**src/rtl/adc_pkg.sv**
```systemverilog
// Shared encodings and frame geometry for the SPI ADC read-back path.
// Used by the top and by the sweep FSM timeout logic.
package adc_pkg;

   localparam logic [2:0] ST_IDLE     = 3'd0;
   localparam logic [2:0] ST_CS_SETUP = 3'd1;
   localparam logic [2:0] ST_SHIFT    = 3'd2;
   localparam logic [2:0] ST_CS_HOLD  = 3'd3;
   localparam logic [2:0] ST_QUIET    = 3'd4;
   localparam logic [2:0] ST_DONE     = 3'd5;

   typedef enum logic [2:0] {
      IDLE     = ST_IDLE,
      CS_SETUP = ST_CS_SETUP,
      SHIFT    = ST_SHIFT,
      CS_HOLD  = ST_CS_HOLD,
      QUIET    = ST_QUIET,
      DONE     = ST_DONE
   } state_t;

   localparam int FRAME_BITS = 16;
   localparam int LEAD_ZEROS = 4;

   // setup + 2*FRAME_BITS shift halves + hold + two quiet halves, in clk cycles
   function automatic int frame_cycles(input int div_half);
      return (1 + 2 * FRAME_BITS + 1 + 2) * div_half;
   endfunction

endpackage

```
**src/rtl/spi_clk_div.sv**
```systemverilog
// SCLK generator: DivHalf-cycle half periods, idles high, first half-period low.
// Zero latency on enable; rise_o is high the cycle before sclk_o goes 0->1.
module spi_clk_div #(
   parameter int DivHalf = 4
) (
   input  logic clk_i,
   input  logic rst_i,
   input  logic en_i,
   output logic sclk_o,
   output logic rise_o
);

   localparam int CNT_W = (DivHalf > 2) ? $clog2(DivHalf) : 1;
   localparam logic [CNT_W-1:0] CNT_RELOAD = CNT_W'(DivHalf - 1);

   logic [CNT_W-1:0] cnt_q, cnt_d;
   logic             sclk_q, sclk_d;

   always_comb begin
      cnt_d  = cnt_q;
      sclk_d = sclk_q;
      if (!en_i) begin
         cnt_d  = '0;
         sclk_d = 1'b1;
      end else if (cnt_q == '0) begin
         sclk_d = ~sclk_q;
         cnt_d  = CNT_RELOAD;
      end else begin
         cnt_d = cnt_q - 1'b1;
      end
   end

   always_ff @(posedge clk_i or posedge rst_i) begin
      if (rst_i) begin
         cnt_q  <= '0;
         sclk_q <= 1'b1;
      end else begin
         cnt_q  <= cnt_d;
         sclk_q <= sclk_d;
      end
   end

   assign sclk_o = sclk_q;
   assign rise_o = en_i & ~sclk_q & (cnt_q == '0);

endmodule

```
**src/rtl/adc_volts_reader.sv**
```systemverilog
// Averaging SPI ADC reader: 2^AvgLog2 frames of 36*DivHalf cycles, then a one-cycle valid.
// start_i is only sampled in IDLE; requests arriving while busy are dropped, not queued.
module adc_volts_reader #(
   parameter int Width   = 12,
   parameter int DivHalf = 4,
   parameter int AvgLog2 = 2
) (
   input  logic             clk_i,
   input  logic             rst_i,
   input  logic             start_i,
   input  logic             miso_i,
   output logic             cs_o,
   output logic             sclk_o,
   output logic             busy_o,
   output logic             valid_o,
   output logic [Width-1:0] data_o,
   output logic             err_o
);
   import adc_pkg::*;

   localparam int SHIFT_LEN = 2 * FRAME_BITS * DivHalf;
   localparam int TMR_W     = $clog2(SHIFT_LEN);
   localparam int ACC_W     = Width + AvgLog2;
   localparam int SMP_W     = AvgLog2 + 1;
   localparam int BIT_W     = $clog2(FRAME_BITS + 1);

   localparam logic [TMR_W-1:0] EDGE_END  = TMR_W'(DivHalf - 1);
   localparam logic [TMR_W-1:0] SHIFT_END = TMR_W'(SHIFT_LEN - 1);
   localparam logic [TMR_W-1:0] QUIET_END = TMR_W'(2 * DivHalf - 1);
   localparam logic [SMP_W-1:0] LAST_SMP  = SMP_W'((1 << AvgLog2) - 1);

   state_t                  state_q, state_d;
   logic [TMR_W-1:0]        tmr_q, tmr_d;
   logic [BIT_W-1:0]        bit_cnt_q, bit_cnt_d;
   logic [SMP_W-1:0]        smp_cnt_q, smp_cnt_d;
   logic [FRAME_BITS-1:0]   shreg_q, shreg_d;
   logic [ACC_W-1:0]        acc_q, acc_d;
   logic                    err_flag_q, err_flag_d;
   logic                    cs_q, cs_d;
   logic                    busy_q, busy_d;
   logic                    valid_q, valid_d;
   logic [Width-1:0]        data_q, data_d;
   logic                    err_q, err_d;
   logic                    sclk_en;
   logic                    sclk_rise;

   // Enable follows the next state so SCLK drops on the first SHIFT cycle.
   assign sclk_en = (state_d == SHIFT);

   spi_clk_div #(
      .DivHalf (DivHalf)
   ) u_clk_div (
      .clk_i  (clk_i),
      .rst_i  (rst_i),
      .en_i   (sclk_en),
      .sclk_o (sclk_o),
      .rise_o (sclk_rise)
   );

   always_comb begin
      state_d    = state_q;
      tmr_d      = tmr_q + 1'b1;
      bit_cnt_d  = bit_cnt_q;
      smp_cnt_d  = smp_cnt_q;
      shreg_d    = shreg_q;
      acc_d      = acc_q;
      err_flag_d = err_flag_q;
      valid_d    = 1'b0;
      data_d     = data_q;
      err_d      = err_q;

      unique case (state_q)
         IDLE: begin
            tmr_d = '0;
            if (start_i) begin
               state_d    = CS_SETUP;
               acc_d      = '0;
               err_flag_d = 1'b0;
               smp_cnt_d  = '0;
            end
         end
         CS_SETUP: begin
            if (tmr_q == EDGE_END) begin
               state_d   = SHIFT;
               tmr_d     = '0;
               bit_cnt_d = '0;
            end
         end
         SHIFT: begin
            if (sclk_rise) begin
               shreg_d   = {shreg_q[FRAME_BITS-2:0], miso_i};
               bit_cnt_d = bit_cnt_q + 1'b1;
            end
            // The last rising edge lands DivHalf cycles before this point, so shreg_q is complete.
            if (tmr_q == SHIFT_END) begin
               state_d = CS_HOLD;
               tmr_d   = '0;
               acc_d   = acc_q + ACC_W'(shreg_q[Width-1:0]);
               if (shreg_q[FRAME_BITS-1 -: LEAD_ZEROS] != '0) begin
                  err_flag_d = 1'b1;
               end
            end
         end
         CS_HOLD: begin
            if (tmr_q == EDGE_END) begin
               state_d = QUIET;
               tmr_d   = '0;
            end
         end
         QUIET: begin
            if (tmr_q == QUIET_END) begin
               tmr_d     = '0;
               smp_cnt_d = smp_cnt_q + 1'b1;
               state_d   = (smp_cnt_q == LAST_SMP) ? DONE : CS_SETUP;
            end
         end
         DONE: begin
            state_d = IDLE;
            tmr_d   = '0;
         end
         default: begin
            state_d = IDLE;
            tmr_d   = '0;
         end
      endcase

      cs_d   = !((state_d == CS_SETUP) || (state_d == SHIFT) || (state_d == CS_HOLD));
      busy_d = (state_d != IDLE) && (state_d != DONE);
      if (state_d == DONE) begin
         valid_d = 1'b1;
         data_d  = acc_d[ACC_W-1:AvgLog2];
         err_d   = err_flag_d;
      end
   end

   always_ff @(posedge clk_i or posedge rst_i) begin
      if (rst_i) begin
         state_q    <= IDLE;
         tmr_q      <= '0;
         bit_cnt_q  <= '0;
         smp_cnt_q  <= '0;
         shreg_q    <= '0;
         acc_q      <= '0;
         err_flag_q <= 1'b0;
         cs_q       <= 1'b1;
         busy_q     <= 1'b0;
         valid_q    <= 1'b0;
         data_q     <= '0;
         err_q      <= 1'b0;
      end else begin
         state_q    <= state_d;
         tmr_q      <= tmr_d;
         bit_cnt_q  <= bit_cnt_d;
         smp_cnt_q  <= smp_cnt_d;
         shreg_q    <= shreg_d;
         acc_q      <= acc_d;
         err_flag_q <= err_flag_d;
         cs_q       <= cs_d;
         busy_q     <= busy_d;
         valid_q    <= valid_d;
         data_q     <= data_d;
         err_q      <= err_d;
      end
   end

   assign cs_o    = cs_q;
   assign busy_o  = busy_q;
   assign valid_o = valid_q;
   assign data_o  = data_q;
   assign err_o   = err_q;

endmodule
```
**config.mk**
```make
export PLATFORM = sky130hd
export DESIGN_NAME = adc_volts_reader
export DESIGN_NICKNAME = d
export VERILOG_FILES = /design/src/rtl/adc_pkg.sv /design/src/rtl/spi_clk_div.sv /design/src/rtl/adc_volts_reader.sv
export SDC_FILE = /design/constraint.sdc
export NUM_CORES = 1
export LEC_CHECK = 0
export ABC_AREA = 1
export BUFFER_PORTS_ARGS = -buffer_cell sky130_fd_sc_hd__buf_4
export CORE_UTILIZATION = 45
export CTS_CLUSTER_SIZE = 10
export DETAILED_ROUTE_END_ITERATION = 10
export SLEW_MARGIN = 20
export SYNTH_ARGS = -nofsm -noshare
export SYNTH_HDL_FRONTEND = slang
export SYNTH_SLANG_ARGS = --single-unit
```
**constraint.sdc**
```tcl
create_clock -name clk_i -period 3.01 [get_ports clk_i]
set_input_delay 0.4515 -clock clk_i [delete_from_list [all_inputs] [get_ports clk_i]]
set_output_delay 0.4515 -clock clk_i [all_outputs]
set_load 0.01 [all_outputs]
```
==> impl_results.md, run 1 <==
- Fin util: 52.6%
- Worst Tran Pin Value: 0.632 ns
- Mux cell area share after synthesis: 0.663%
- Clock sinks: 63
- Fmax: 0.502 GHz
- Die Ht: 88.9 µm
- Startpoint class of the critical path: register
- RSZ-0062 raised after global routing: false
- Hold violation count in the final report: 0
- Clk root buf: clkbuf_8
- Clock-pin slew on the worst setup and hold paths: 0.08 ns
- Most used DFF post-synth: dfrtp_1
- DIE AREA: 0.00790 mm²
- Ant. Diodes: 0
- DRC Markers: 0
- WL/cell: 12.5 µm
- Seq/Total Area, Yosys: 46.5%
- Final setup viols: 0
- Worst-skew pair later-pin latency: 0.34 ns
- First-pass GRT wire length: 12.0 mm
- DIE WIDTH: 88.9 µm
- Yosys reg bits: 63
- Synth Cell Area: 0.00340 mm²
- Clock Skew: 0.0123 ns
- # Post-CTS Setup Buffers: 0
- Total Wirelength: 7.05 mm
- Post-Synth XOR/XNOR Area: 0.773%
- Nets@finish: 481
- CTS Buf Count: 9
- Endpoint class of the critical path: register
- Share of layout cells above drive strength 1: 13.1%
- Count of TritonRoute iterations in the first routing pass: 4
- Vias in the first global route: 2516
- Post-synthesis compound-gate area fraction: 7.40%
- Vias: 2718
- CTS tree: done
- Outcome: completed
- Power per cell area: 415 mW/mm²
- DR iter-0 viols: 132
- Total number of yosys warnings: 0
- Final period util: 66.2%
- DRT antenna net count: 0
- Most common cell after layout, fill and taps aside: nand2_1
- Synth Area in Adders: 6.48%
- Top Ports: 21
- Largest family of logic cells by synthesized area: simple AND/OR/NAND/NOR gates
- Post-CTS Resized: 0
- RD Place Congestion: 0.934
- Fillers: 724
- Min cycle time layout: 1.99 ns
- Number of synthesized flops with an enable pin: 0
- Vias/cell: 4.82
- Crit Path Category: reg2reg
- Core Region: 0.00729 mm²
- Synth cell types: 35
- Initial antenna violation count: 0
- Area Overhead vs Synth: 13.0%
- Mean Syn Cell Area: 7.87 µm²
- WP data arrival: 2.25 ns
- Initial Util: 46.6%
- Post-detail-place hpwl: 5.42 mm
- Clock tree buffer depth: 2
- Grt total ovfl: 0
- Leakage: 2.01 nW
- Max-slew violations: 0
- Row cnt: 31
- Crit-path max FO: 16
- Largest net degree at the start of global routing: 28
- Number of max-cap violations: 0
- Sum of negative setup slack: 0 ns
- Fraction of the mapped netlist area in simple logic gates: 30.3%
- Syn Inst Count: 432
- I/O Buffers: 20
- GRT Resource Usage Total: 20.6%
- Hold_buf cts: 0
- Peak supply drop: 0.000248 V
- Ys async rst share: 100%
- Worst Hold Class: in2async
- Rel. slew slack: 57.5%
- Syn Nets: 453
- Worst EP required: 3.27 ns
- Most frequent cells in the layout: 145 x nand2_1, 61 x dfrtp_1, 52 x inv_1
- Number of H-tree levels: 3
==> per-stage QoR <==
| step | power, W | cell area, µm² | hold slack (ns) | cells | setup slack (ns) |
|---|---|---|---|---|---|
| floorplan | 0.000923 | 3400 | 0.418 | 432 | 0.992 |
| global placement | 0.000944 | 3660 | 0.433 | 548 | 1.06 |
| detailed placement | 0.000945 | 3660 | 0.437 | 548 | 1.02 |
| CTS | 0.00161 | 3840 | 0.0850 | 564 | 1.00 |
| global route | 0.00166 | 3840 | 0.106 | 564 | 0.772 |
| finish | 0.00159 | 3840 | 0.0782 | 564 | 1.02 |
==> report_power, final <==
| part | switching, W | internal [W] | leakage (nW) |
|---|---|---|---|
| Combinational | 0.0000485 | 0.0000226 | 1.22 |
| Sequential | 0.00000563 | 0.000851 | 0.703 |
| Clock | 0.000343 | 0.000323 | 0.0849 |
| Total | 0.000397 | 0.00120 | 2.01 |
==> cell type report <==
class | instances | area [µm²] | area share, %
multi-input cells | 303 | 1550 | 40.4
well taps | 99 | 124 | 3.23
clock inverters | 6 | 45.0 | 1.17
clock buffers | 10 | 138 | 3.59
repair buffers | 24 | 180 | 4.69
inverters | 59 | 221 | 5.77
flip-flops and latches | 63 | 1580 | 41.1
==> Yosys cell counts, types with 3 or more instances <==
cell type | instances | area (µm²)
a21oi_1 | 18 | 90.1
buf_2 | 4 | 20.0
dfrtp_1 | 61 | 1530
ha_1 | 16 | 200
inv_1 | 53 | 199
inv_2 | 6 | 22.5
nand2_1 | 145 | 544
nand2_2 | 4 | 25.0
nand3_1 | 26 | 130
nand4_1 | 5 | 31.3
nor2_1 | 43 | 161
nor2_4 | 3 | 33.8
o21ai_0 | 16 | 80.1
o21ai_1 | 4 | 20.0
==> worst paths after layout <==
check	from	end	slack (ns)	cells past startpoint
max	tmr_q[0]	shreg_q[8]	1.02	10
min	rst_i	u_clk_div.cnt_q[1]	0.08	2
max reg2reg	tmr_q[0]	shreg_q[8]	1.02	10
min reg2reg	u_clk_div.cnt_q[0]	u_clk_div.cnt_q[0]	0.44	1
max in group asynchronous	rst_i	shreg_q[8]	2.25	3
min in group clk_i	miso_i	shreg_q[0]	0.38	3
==> logic make-up (layout without fill, tap and decap cells) <==
| group | after synthesis | in the layout |
|---|---|---|
| AND/OR/NAND/NOR | 236 | 236 |
| flip-flops | 63 | 63 |
| AO/OA/AOI/OAI | 45 | 45 |
| multiplexers | 2 | 2 |
| buffers and inverters | 66 | 99 |
| adder cells (fa/ha/maj) | 17 | 17 |
| XOR/XNOR | 3 | 3 |
==> registers in the layout (all words and copies together) (netlist names) <==
signal            cells
cs_o                  1
busy_o                1
state_q               3
err_o                 1
data_o               12
valid_o               1
u_clk_div.sclk_o      1
err_flag_q            1
acc_q                14
u_clk_div.cnt_q       2
tmr_q                 7
shreg_q              16
smp_cnt_q             3
==> critical path: stages (launching register included) <==
cell	delay, ns
dfrtp_1	0.39
ha_1	0.25
nand2_1	0.09
inv_2	0.09
nand3_4	0.12
nand2_1	0.11
inv_1	0.05
nand2_1	0.37
buf_4	0.28
nor2_1	0.05
a21oi_1	0.11
==> routing by layer <==
layer / routed length (µm) / vias to the layer above / global-route usage [%]
li1: - / 1424 / -
met3: 288 / 12 / 3.14
met2: 2990 / 43 / 30.1
met4: 136 / 0 / 9.24
met1: 3630 / 1239 / 30.1
met5: 0 / - / 0
No activity file was read; power rests on OpenSTA's default activity.
==> run 2, diff against run 1 <==
==> constraint.sdc (replaced) <==
create_clock -name clk_i -period 1.73 [get_ports clk_i]
set_input_delay 0.2595 -clock clk_i [delete_from_list [all_inputs] [get_ports clk_i]]
set_output_delay 0.2595 -clock clk_i [all_outputs]
set_load 0.01 [all_outputs]
==> run 2 against run 1 <==
Compared with the run above:
- the flow now finishes with violations (negative setup slack)
- cell area up 29%
- register-to-register slack lost 1.1 ns
- sequential cell count unchanged
- core utilization is 15 points higher
- largest cell class is now multi-input combinational cells
- highest routed layer unchanged
==> impl_results.md, run 2 (synthesized netlist as in run 1, its figures left out) <==
- Clock power frac: 43.8% (+2.0 points)
- Clock tree buffer depth: 2 (unchanged)
- Post-detail-place hpwl: 5.69 mm (+5.0%)
- DIE AREA: 0.00790 mm² (unchanged)
- Nets@finish: 545 (+13%)
- Crit Path Category: reg2reg
- Reg2reg end: data_o[4]
- Max-slew violations: 0 (unchanged)
- Die Ht: 88.9 µm (unchanged)
- Hold_buf cts: 0 (unchanged)
- Crit-path most repeated cell: nand2_2
- WP data arrival: 2.03 ns (-0.22 ns)
- R2R Setup Slk: -0.07 ns (-1.09 ns)
- Pwr Total: 0.00296 W (+86%)
- Most frequent cells in the layout: 114 x nand2_1, 72 x buf_4, 60 x dfrtp_1
- Largest register by flop count: shreg_q
- CP bufs+invs: 1 (-2)
- Total Wirelength: 9.13 mm (+30%)
- DR iter-0 viols: 134 (+1.5%)
- Sum of negative setup slack: -0.296 ns (-0.296 ns)
- Clk root buf: clkbuf_8
- Worst Hold Class: in2async
- CP max stage delay: 0.38 ns (about the same)
- Power per cell area: 598 mW/mm² (+44%)
- Placed cell count: 589 (+7.5%)
- Placed cell areas: 0.00401 mm² (+9.7%)
- Gate power share: 5.9% (+1.4 points)
- Setup ws final: -0.0725 ns (-1.09 ns)
- Crit-path max FO: 4 (-12)
- Initial Util: 46.6% (unchanged)
- Grt total ovfl: 0 (unchanged)
- Worst EP required: 1.96 ns (-1.31 ns)
- CTS Buf Count: 9 (unchanged)
- Min cycle time layout: 1.80 ns (-0.191 ns)
- Count of TritonRoute iterations in the first routing pass: 4 (unchanged)
- Clock sinks: 63 (unchanged)
- First-pass GRT wire length: 13.0 mm (+8.3%)
- Number of H-tree levels: 3 (unchanged)
- RD Place Congestion: 0.864 (-7.5%)
- Final period util: 104% (+38 points)
- Crit-path leading delay family: simple AND/OR/NAND/NOR gates
- Fin util: 67.9% (+15 points)
- CTS tree: done
- Final setup viols: 7 (+7)
- Fmax: 0.555 GHz (+11%)
- Clock-pin slew on the worst setup and hold paths: 0.07 ns (about the same)
- Outcome: complete, but fails checks
- DIE WIDTH: 88.9 µm (unchanged)
- Top Ports: 21 (unchanged)
- I/O Buffers: 20 (unchanged)
- Ant. Diodes: 0 (unchanged)
- Vias/cell: 5.00 (+3.7%)
- WL/cell: 14.5 µm (+16%)
- Fraction of power spent switching nets: 23.7% (-1.3 points)
- Core Region: 0.00729 mm² (unchanged)
- Initial antenna violation count: 0 (unchanged)
- Slowest stage cell, crit path: dfrtp_1
- Hold violation count in the final report: 0 (unchanged)
- Worst Tran Pin Value: 0.432 ns (-0.201 ns)
- Area Overhead vs Synth: 45.6%
- Critical R2R Launch: shreg_q[0]
- Max reg flops: 16 (unchanged)
- Worst-skew pair later-pin latency: 0.34 ns (about the same)
- Share of layout cells above drive strength 1: 39.7% (+27 points)
- Most common cell after layout, fill and taps aside: nand2_1
- Int Pwr: 0.00226 W (+89%)
- Peak supply drop: 0.000420 V (+69%)
- Vias: 3137 (+15%)
- Post-route cell area: 0.00495 mm² (+29%)
- Failing checks: negative setup slack
- Clock Skew: 0.00779 ns (-0.00450 ns)
- Vias in the first global route: 2740 (+8.9%)
- Leakage: 2.45 nW (+22%)
- Startpoint class of the critical path: register
- Fillers: 608 (-16%)
- Register share of total power: 50.4% (-3.3 points)
- Largest net degree at the start of global routing: 64 (+130%)
- Rel. slew slack: 71.0% (+14 points)
- Number of max-cap violations: 0 (unchanged)
- Reg2reg path depth: 12 (+2)
- DRC Markers: 0 (unchanged)
- Endpoint class of the critical path: register
- Row cnt: 31 (unchanged)
- P_sw: 0.000700 W (+76%)
- RSZ-0062 raised after global routing: true
- GRT Resource Usage Total: 22.4% (+1.9 points)
- Finished Layout Cells: 628 (+11%)
- Crit-path cells: ha_2 > fa_2 > nand2_2 > inv_2 > nand2_2 > nand3_4 > nand2_2 > nand3b_1 > nand3_2 > nand2_2 > nand2_2 > nand2_1
- DRT antenna net count: 0 (unchanged)
-- run 2: worst max path at each step --
stage,from,to,slack (ns),cells after the start
after global routing,shreg_q[0],data_o[4],-0.17,12
after floorplan,shreg_q[0],data_o[10],0.0002,12
final,shreg_q[0],data_o[4],-0.07,12
after global placement,tmr_q[0],data_o[1],-0.22,10
after detailed placement,tmr_q[0],data_o[1],-0.30,10
after CTS,acc_q[0],data_o[4],-0.06,12
-- run 2: through the flow --
| step | setup WS, ns | hold slack [ns] |
|---|---|---|
| floorplan | 0.000162 | 0.384 |
| global placement | -0.216 | 0.378 |
| detailed placement | -0.303 | 0.379 |
| CTS | -0.0613 | 0.00473 |
| global route | -0.173 | 0.0162 |
| finish | -0.0725 | 0.00559 |
-- run 2: per-layer routing --
metal,global-route usage [%],wire length (µm)
met1,31.5,4230
met2,34.7,4220
met3,4.16,514
met4,8.50,167
met5,0,0
-- run 2: worst min-delay path, cell delays in order --
cell and delay, ns:
buf_4 0.12, clkinvlp_4 0.07, buf_12 0.30
-- run 2: final cells by class --
type	instances	area (µm²)	area share [%]
Multi-Input combinational cell	303	1990	40.3
Sequential cell	63	1580	31.9
Timing Repair Buffer	88	815	16.5
Inverter	59	235	4.75
Clock buffer	12	145	2.93
Tap cell	99	124	2.50
Clock inverter	4	55.1	1.11
-- run 2: what timing repair did --
action | 4_1_cts | 5_1_grt
endpoints found under the setup margin | 42 | 44
pin swaps | 2 | 43
gates cloned | 0 | 4
setup buffers | 0 | 19
hold endpoints to repair | 0 | 0
resized for setup | 33 | 100
-- run 2: power by group through the flow --
stage | clock network [W] | logic [W] | registers (W)
2_1_floorplan | 0 | 0.0000933 | 0.00151
3_3_place_gp | 0 | 0.000141 | 0.00152
3_5_place_dp | 0 | 0.000143 | 0.00152
4_1_cts | 0.00133 | 0.000149 | 0.00149
5_1_grt | 0.00140 | 0.000195 | 0.00149
6_report | 0.00130 | 0.000174 | 0.00149
==> run 3, diff against run 2 <==
==> constraint.sdc (replaced) <==
create_clock -name clk_i -period 2.1 [get_ports clk_i]
set_input_delay 0.315 -clock clk_i [delete_from_list [all_inputs] [get_ports clk_i]]
set_output_delay 0.315 -clock clk_i [all_outputs]
set_load 0.01 [all_outputs]
==> run 3 against run 2 <==
Compared with the run above:
- the run now ends clean
- register-to-register slack better by 0.24 ns
- worst hold slack improved by 0.0094 ns
- wire length fell by 19%
- maximum frequency is 6.6% lower
- cell area down 20%
- combinational power down 40%
- die area is the same
- worst setup slack improved by 0.24 ns
- cell count down 9.2%
- critical path depth is 1 lower
==> impl_results.md, run 3 (synthesized netlist as in run 1, its figures left out) <==
- Share of layout cells above drive strength 1: 14.4% (-25 points)
- RSZ-0062 raised after global routing: false
- Fillers: 729 (+20%)
- Number of max-cap violations: 0 (unchanged)
- Initial antenna violation count: 0 (unchanged)
- Worst Tran Pin Value: 0.557 ns (+0.125 ns)
- Row cnt: 31 (unchanged)
- Crit-path most repeated cell: nand2_1
- Pwr Total: 0.00249 W (-16%)
- Met1 wire length: 3.82 mm (-9.6%)
- GRT Resource Usage Total: 21.7% (-0.68 points)
- Most common cell after layout, fill and taps aside: nand2_1
- Startpoint class of the critical path: register
- Vias in the first global route: 2669 (-2.6%)
- Count of TritonRoute iterations in the first routing pass: 4 (unchanged)
- Final period util: 91.9% (-12 points)
- Final setup viols: 0 (-7)
- Most frequent cells in the layout: 145 x nand2_1, 61 x dfrtp_1, 52 x inv_1
- Worst EP required: 2.32 ns (+0.36 ns)
- RD Place Congestion: 0.889 (+2.9%)
- Nets@finish: 487 (-11%)
- Top sig layer: met4
- DRT antenna net count: 0 (unchanged)
- Peak supply drop: 0.000268 V (-36%)
- CTS Buf Count: 9 (unchanged)
- Total Wirelength: 7.43 mm (-19%)
- Number of H-tree levels: 3 (unchanged)
- Fmax: 0.518 GHz (-6.6%)
- Area Overhead vs Synth: 16.3%
- Clock-pin slew on the worst setup and hold paths: 0.07 ns (about the same)
- Placed cell count: 554 (-5.9%)
- Finished Layout Cells: 570 (-9.2%)
- DIE AREA: 0.00790 mm² (unchanged)
- WL/cell: 13.0 µm (-10%)
- Clk root buf: clkbuf_8
- Outcome: completed
- Clock sinks: 63 (unchanged)
- Post-detail-place hpwl: 5.56 mm (-2.4%)
- CP max stage delay: 0.41 ns (+0.03 ns)
- Core Region: 0.00729 mm² (unchanged)
- Clock tree buffer depth: 2 (unchanged)
- Max reg flops: 16 (unchanged)
- Post-CTS Resized: 0 (-100%)
- Worst Hold Class: in2async
- WL met2: 3.18 mm (-25%)
- Rel. slew slack: 62.8% (-8.2 points)
- Clock Skew: 0.0131 ns (+0.00534 ns)
- Crit Path Category: reg2reg
- Power per cell area: 630 mW/mm² (+5.2%)
- Sum of negative setup slack: 0 ns (+0.296 ns)
- Hold_buf cts: 0 (unchanged)
- Crit-path max FO: 20 (+16)
- CTS tree: done
- Max-slew violations: 0 (unchanged)
- DR WL met3: 343 µm (-33%)
- Initial Util: 46.6% (unchanged)
- Die Ht: 88.9 µm (unchanged)
- DR iter-0 viols: 146 (+9.0%)
- Slowest stage cell, crit path: dfrtp_1
- Crit-path cells: ha_1 > nand2_1 > inv_2 > nand3_4 > buf_4 > nand2_1 > inv_1 > nand2_1 > buf_12 > nor2_1 > a21oi_1
- Endpoint class of the critical path: register
- DRC Markers: 0 (unchanged)
- I/O Buffers: 20 (unchanged)
- Worst-skew pair later-pin latency: 0.35 ns (about the same)
- Grt total ovfl: 0 (unchanged)
- Min cycle time layout: 1.93 ns (+0.128 ns)
- DIE WIDTH: 88.9 µm (unchanged)
- Largest register by flop count: shreg_q
- Vias: 2777 (-11%)
- Largest net degree at the start of global routing: 39 (-39%)
- # Post-CTS Setup Buffers: 0 (unchanged)
- Top Ports: 21 (unchanged)
- WP data arrival: 2.15 ns (+0.12 ns)
- Vias/cell: 4.87 (-2.5%)
- Ant. Diodes: 0 (unchanged)
- Leakage: 2.08 nW (-15%)
- Hold violation count in the final report: 0 (unchanged)
- First-pass GRT wire length: 12.6 mm (-3.3%)
## run 3: changes by cell type in the layout (fill, tap and decap cells not counted), sizes merged
| cell | before | now |
|---|---|---|
| bufinv | 1 | 2 |
| clkbuf | 15 | 12 |
| clkinvlp | 2 | 0 |
| inv | 58 | 59 |
| buf | 85 | 30 |
## run 3: final timing paths
| path | startpoint | end | slack (ns) | depth (start not counted) |
|---|---|---|---|---|
| max | tmr_q[0] | shreg_q[8] | 0.17 | 11 |
| max reg2reg | tmr_q[0] | shreg_q[8] | 0.17 | 11 |
| min | rst_i | err_o | 0.01 | 3 |
| max in group asynchronous | rst_i | acc_q[0] | 1.64 | 3 |
| min in group clk_i | miso_i | shreg_q[0] | 0.23 | 3 |
| min reg2reg | u_clk_div.cnt_q[0] | u_clk_div.cnt_q[0] | 0.45 | 1 |
## run 3: through the flow
stage | setup WS, ns | util (%) | cell area [µm²] | hold slack, ns
after detailed placement | 0.0627 | 51.1 | 3730 | 0.400
after global placement | 0.0447 | 51.1 | 3730 | 0.395
after floorplan | 0.219 | - | 3400 | 0.418
after global routing | 0.0284 | 54.2 | 3950 | 0.0501
final | 0.170 | 54.2 | 3950 | 0.0150
after CTS | 0.0510 | 54.0 | 3940 | 0.0222
## run 3: cell type report
type / count / area [µm²] / area share [%]
flip-flops and latches: 63 / 1580 / 40.0
inverters: 59 / 221 / 5.60
clock inverters: 4 / 70.1 / 1.77
multi-input cells: 303 / 1560 / 39.5
well taps: 99 / 124 / 3.13
repair buffers: 30 / 250 / 6.33
clock buffers: 12 / 145 / 3.67
## run 3: critical path: cells and delay by family, from the launching register on
kind / cells / cell delay (ns)
buf+inv: 4 / 0.50
fa+ha+maj: 1 / 0.22
flops: 1 / 0.41
simple gates: 5 / 0.60
compound gates: 1 / 0.06
## run 3: report_power, final
| part | total [W] | switching, W | leakage, nW | internal [W] |
|---|---|---|---|---|
| sequential | 0.00123 | 0.00000659 | 0.703 | 0.00122 |
| combinational | 0.000104 | 0.0000710 | 1.27 | 0.0000327 |
| clock | 0.00116 | 0.000459 | 0.110 | 0.000698 |
| total | 0.00249 | 0.000537 | 2.08 | 0.00195 |
## run 3: metal layers
| metal | vias up | GRT usage (%) |
|---|---|---|
| met4 | 0 | 10.3 |
| li1 | 1434 | - |
| met2 | 54 | 31.6 |
| met5 | - | 0 |
| met3 | 9 | 4.71 |
| met1 | 1280 | 31.0 |
